$ cat src/rtl/keystream_xor_serializer.sv
// keystream_xor_serializer
// Holds one keystream block, XORs its words in order (word 0 first) with a
// stream of plaintext words, and presents the ciphertext on a one-deep
// registered valid/ready output. key_done_o tells the keystream generator
// that the buffer is free for the next block.
module keystream_xor_serializer #(
    parameter int WORD_SIZE = 32,
    parameter int KEY_WIDTH = 512
) (
    input  logic                 clk_i,
    input  logic                 rst_ni,
    input  logic [KEY_WIDTH-1:0] key_i,
    input  logic                 key_valid_i,
    output logic                 key_done_o,
    input  logic [WORD_SIZE-1:0] text_i,
    input  logic                 text_valid_i,
    output logic                 text_ready_o,
    output logic [WORD_SIZE-1:0] cipher_o,
    output logic                 cipher_valid_o,
    input  logic                 cipher_ready_i,
    output logic [15:0]          block_count_o
);

    localparam int NUM_WORDS = KEY_WIDTH / WORD_SIZE;
    localparam int IDX_W     = (NUM_WORDS > 1) ? $clog2(NUM_WORDS) : 1;
    localparam logic [IDX_W-1:0] LAST_IDX = IDX_W'(NUM_WORDS - 1);

    typedef enum logic {
        EMPTY  = 1'b0,
        STREAM = 1'b1
    } state_t;

    state_t               state_q, state_d;
    logic                 key_valid_q, key_valid_d;
    logic [KEY_WIDTH-1:0] key_buf_q, key_buf_d;
    logic [IDX_W-1:0]     idx_q, idx_d;
    logic [WORD_SIZE-1:0] cipher_q, cipher_d;
    logic                 cipher_valid_q, cipher_valid_d;
    logic [15:0]          block_count_q, block_count_d;

    logic [WORD_SIZE-1:0] key_words [NUM_WORDS];
    logic [WORD_SIZE-1:0] word_sel;
    logic                 capture;
    logic                 accept;
    logic                 text_ready;

    // Slice the buffered block into words; word k sits at bit offset WORD_SIZE*k.
    for (genvar gi = 0; gi < NUM_WORDS; gi++) begin : g_words
        assign key_words[gi] = key_buf_q[gi*WORD_SIZE +: WORD_SIZE];
    end

    assign word_sel = key_words[idx_q];

    // Handshake qualifiers: capture only on a fresh key_valid edge while empty;
    // accept only when the output register is free or draining this cycle.
    always_comb begin
        capture    = (state_q == EMPTY) && key_valid_i && !key_valid_q;
        text_ready = (state_q == STREAM) && (!cipher_valid_q || cipher_ready_i);
        accept     = text_valid_i && text_ready;
    end

    // Next-state logic for the buffer, word index, output register and counter.
    always_comb begin
        state_d        = state_q;
        key_valid_d    = key_valid_i;
        key_buf_d      = key_buf_q;
        idx_d          = idx_q;
        cipher_d       = cipher_q;
        cipher_valid_d = cipher_valid_q;
        block_count_d  = block_count_q;

        if (capture) begin
            key_buf_d = key_i;
            idx_d     = '0;
            state_d   = STREAM;
        end

        if (accept) begin
            cipher_d       = text_i ^ word_sel;
            cipher_valid_d = 1'b1;
            if (idx_q == LAST_IDX) begin
                // Block exhausted: free the buffer even if the last word is
                // still waiting downstream.
                idx_d         = '0;
                state_d       = EMPTY;
                block_count_d = block_count_q + 16'd1;
            end else begin
                idx_d = idx_q + 1'b1;
            end
        end else if (cipher_valid_q && cipher_ready_i) begin
            cipher_valid_d = 1'b0;
        end
    end

    // State registers; key_valid_q resets high so a level held through reset
    // does not look like a new block.
    always_ff @(posedge clk_i or negedge rst_ni) begin
        if (!rst_ni) begin
            state_q        <= EMPTY;
            key_valid_q    <= 1'b1;
            key_buf_q      <= '0;
            idx_q          <= '0;
            cipher_q       <= '0;
            cipher_valid_q <= 1'b0;
            block_count_q  <= '0;
        end else begin
            state_q        <= state_d;
            key_valid_q    <= key_valid_d;
            key_buf_q      <= key_buf_d;
            idx_q          <= idx_d;
            cipher_q       <= cipher_d;
            cipher_valid_q <= cipher_valid_d;
            block_count_q  <= block_count_d;
        end
    end

    assign key_done_o     = (state_q == EMPTY);
    assign text_ready_o   = text_ready;
    assign cipher_o       = cipher_q;
    assign cipher_valid_o = cipher_valid_q;
    assign block_count_o  = block_count_q;

endmodule

$ cat config.mk
export PLATFORM = sky130hd
export DESIGN_NAME = keystream_xor_serializer
export DESIGN_NICKNAME = d
export VERILOG_FILES = /design/src/rtl/keystream_xor_serializer.sv
export SDC_FILE = /design/constraint.sdc
export NUM_CORES = 1
export LEC_CHECK = 0
export ABC_AREA = 1
export BUFFER_PORTS_ARGS = -buffer_cell sky130_fd_sc_hd__buf_2
export CORE_MARGIN = 2
export CORE_UTILIZATION = 30
export DETAILED_ROUTE_END_ITERATION = 10
export GPL_ROUTABILITY_DRIVEN = 0
export PLACE_DENSITY = 0.51
export SYNTH_ARGS = -nofsm -noshare
export SYNTH_HDL_FRONTEND = slang
export SYNTH_SLANG_ARGS = --single-unit
$ cat constraint.sdc
create_clock -name clk_i -period 1.93 [get_ports clk_i]
set_input_delay 0.0965 -clock clk_i [delete_from_list [all_inputs] [get_ports clk_i]]
set_output_delay 0.0965 -clock clk_i [all_outputs]
set_load 0.05 [all_outputs]
==> impl_metrics.py <==
metrics = {
    "synthesis": {
        "yosysWarningCount": 0,
        "netlist_top_cells_area": "dfrtp_1 (53%), mux2_2 (11%), nand2_1 (11%), nand3_1 (6.6%), a21oi_1 (5.0%)",
        "async_flop_share_pct": 100,
        "synth_area_sq_um": 26900,
        "syn-mean-instance-area_sq_um": 8.63,
        "yosysTopAreaCell": "dfrtp_1",
        "synth_nets": 3671,
        "ys.flop_type": "dfrtp_1",
        "ys_types": 28,
        "synth_edf_count": 0,
        "synth.top_cell.area_share_pct": 52.6,
        "synthCells": 3120,
        "ys_seq_elements": 567,
        "ys_seq_area_share_pct": 52.7,
    },
    "power_and_ir_drop": {
        "power_density_nw_per_um2": 1510,
        "leakagePower_nw": 21.0,
        "total_power_mw": 63.7,
        "worst_ir_drop_vdd_mv": 0.885,
    },
    "sta": {
        "final-hold-violation-count": 0,
        "hold_ws_ns": 0.0196,
        "finalCriticalPeriod_ns": 1.95,
        "setup_viol": 3,
        "rsz0062_at_grt": "yes",
        "fin_crit_sh_pct": 101,
        "setup_slack_ns": -0.0160,
        "max_slew.worst_pin.slew_ns": 0.603,
        "finClkSkew_ns": 0.0209,
        "slew_viol_final": 0,
        "maxSlewHeadroom_pct": 59.8,
        "final.setup.tns_ns": -0.0363,
        "fmax_ghz": 0.514,
    },
    "placement": {
        "port_buffers": 599,
        "place_inst": 4870,
        "dp_hpwl_mm": 83.9,
    },
    "worst_setup_path": {
        "cpPeakStageDelay_ns": 0.55,
        "critical_path_arrival_ns": 2.46,
        "crit_end": "cipher_o[4]",
        "crit_cells": 9,
        "rr_endpoint": "cipher_o[4]",
        "crit_buf_inv": 3,
        "path_common_cell": "nand3_1",
        "setup.worst_path.start": "idx_q[0]",
        "end_kind": "flop",
        "required_ns": 2.44,
        "rrSetupSlack_ns": -0.02,
        "crit_fanout": 8,
        "start_kind": "flop",
        "crit_slowest_cell": "dfrtp_4",
        "worstPathCellList": "buf_12 -> buf_16 -> buf_4 -> o211ai_1 -> nand3_1 -> nand2_2 -> nand3_2 -> nand3_1 -> nand2_1",
        "reg2reg_depth": 9,
        "r2r-start": "idx_q[0]",
        "timing_worst_setup_path_type": "reg -> reg",
        "path_delay_family": "flip-flops",
    },
    "floorplan": {
        "core_sq_um": 88600,
        "rows": 109,
        "dieWidth_microns": 304,
        "initial_core_util_pct": 30.4,
        "ioPinCount": 600,
        "die_area_sq_um": 92200,
        "fp.dieH_microns": 304,
    },
    "global_routing": {
        "grt_max_degree": 106,
        "grt_pass1_wl_mm": 172,
        "antenna_found_initial": 13,
        "grt_use_total_pct": 24.8,
        "overflow": 0,
        "grt_pass1_vias": 27045,
    },
    "run_status": {
        "violations": "negative setup slack",
        "status": "finished with violations",
    },
    "detailed_routing": {
        "drtAntennaViolNets": 0,
        "drt-pass1-iter-count": 8,
        "vias": 26274,
        "first_iter_violations": 1860,
        "wl_per_cell_microns": 21.3,
        "wl_mm": 119,
        "via_per_inst": 4.69,
        "route.detailed.drc": 0,
    },
    "clock_tree": {
        "clk_pin_slew_ns": 0.06,
        "cts-htree-levels": 3,
        "cts.sink_count": 567,
        "cts_tree": "done",
        "worstSkewPairLatency_ns": 0.62,
        "cts-root-buf": "clkbuf_16",
        "cts_buffers": 70,
        "cts_buffer_depth": 3,
    },
    "worst_hold_path": {
        "hold_class": "in -> async",
    },
    "cells_and_area": {
        "area_growth_pct": 56.5,
        "fin_nets": 4925,
        "instances_no_fill": 5602,
        "drive_above_1_share_pct": 32.0,
        "final_util_pct": 47.6,
    },
    "run": {
        "drv_cap": 0,
    },
}
## layer usage
metal	up-vias	global-route usage (%)	part of all wire, %
li1	12486	-	-
met1	12670	33.4	44
met2	865	39.0	45
met3	245	4.17	5.7
met4	8	11.1	4.5
met5	-	0	0.049
## worst register-to-register path, delay by kind of cell, from the launching register on
| kind | cells | cell delay, ns |
|---|---|---|
| AOI/OAI and AO/OA | 1 | 0.27 |
| buffers and inverters | 3 | 0.47 |
| and+or+nand+nor | 5 | 0.56 |
| DFF | 1 | 0.55 |
## cells in the final DEF (no fill, tap or decap), drive strengths merged
cell,netlist,layout
mux2,261,261
bufinv,0,3
dlygate4sd3,0,548
diode,0,10
ha,2,2
dfrtp,566,566
dfstp,1,1
nor3,5,5
a31oi,1,1
o211ai,20,20
clkbuf,31,121
clkinvlp,0,3
nand4,4,4
o21ai,5,5
nor2,346,346
nand2,767,767
clkinv,1,9
xor2,9,9
buf,157,808
o32ai,1,1
nand3,355,355
o22ai,1,1
a21oi,268,268
nand3b,1,1
xnor2,5,5
inv,313,317
## cell usage after synthesis, types with 2 or more instances
cell type  count
o21ai_0        5
xor2_1         9
inv_2          4
dfrtp_1      566
buf_2        143
nand3_1      355
nor2_4         2
o211ai_1      20
buf_1          7
mux2_2       261
clkbuf_1      31
nand4_1        4
inv_1        309
nor2_1       344
nand2_1      766
nor3_1         5
xnor2_1        5
ha_1           2
a21oi_1      268
buf_4          6
## flip-flops by register name, summed over array words and instances (netlist names)
| signal | flops |
|---|---|
| cipher_o | 32 |
| idx_q | 4 |
| cipher_valid_o | 1 |
| state_q | 1 |
| key_buf_q | 512 |
| key_valid_q | 1 |
| block_count_o | 16 |
## where the power goes
group / total, mW / internal, mW / switching, mW
Sequential: 20.4 / 17.6 / 2.81
Clock: 13.5 / 7.98 / 5.49
Combinational: 29.8 / 12.1 / 17.7
Total: 63.7 / 37.7 / 26.0
## logic make-up (layout without fill, tap and decap cells)
family                   after synthesis  after routing  synth area share (%)
AO/OA/AOI/OAI                        296            296                  5.71
multiplexers                         261            261                  10.9
adder cells (fa/ha/maj)                2              2                0.0929
AND/OR/NAND/NOR                     1478           1478                  22.4
buffers and inverters                502           1809                  7.77
XOR/XNOR                              14             14                 0.455
flip-flops                           567            567                  52.7
other                                  0             10                     0
## area by class of cell
cell class	instances	area (sq um)
inverters	314	1190
multi-input cells	2051	11600
flip-flops and latches	567	14200
well taps	1165	1460
diodes	10	25.0
clock buffers	108	2110
repair inverters	1	11.3
repair buffers	1369	11300
fillers	8443	46500
clock inverters	17	231
## worst min path at each step
stage,from,end,slack (ns)
5_1_grt,rst_ni,key_buf_q[312],0.05
2_1_floorplan,rst_ni,block_count_o[0],-0.20
4_1_cts,rst_ni,key_buf_q[376],0.0007
6_report,rst_ni,key_buf_q[312],0.02
3_5_place_dp,rst_ni,key_buf_q[312],0.06
3_3_place_gp,rst_ni,key_buf_q[305],0.06
## what timing repair did
action / in CTS / in global routing
hold endpoints to repair: 782 / 0
endpoints found under the setup margin: 38 / 49
pin swaps: 17 / 108
cloned: 4 / 17
setup buffers: 8 / 28
hold buffers: 548 / 0
resized for setup: 91 / 219
## metrics by stage
step	cell area [sq um]	setup slack (ns)
after floorplan	26900	0.0133
after global placement	32400	-0.272
after detailed placement	32400	-0.284
after CTS	40800	-0.0513
after global routing	42200	-0.101
final	42200	-0.0160
(Power assumes the default switching activity.)
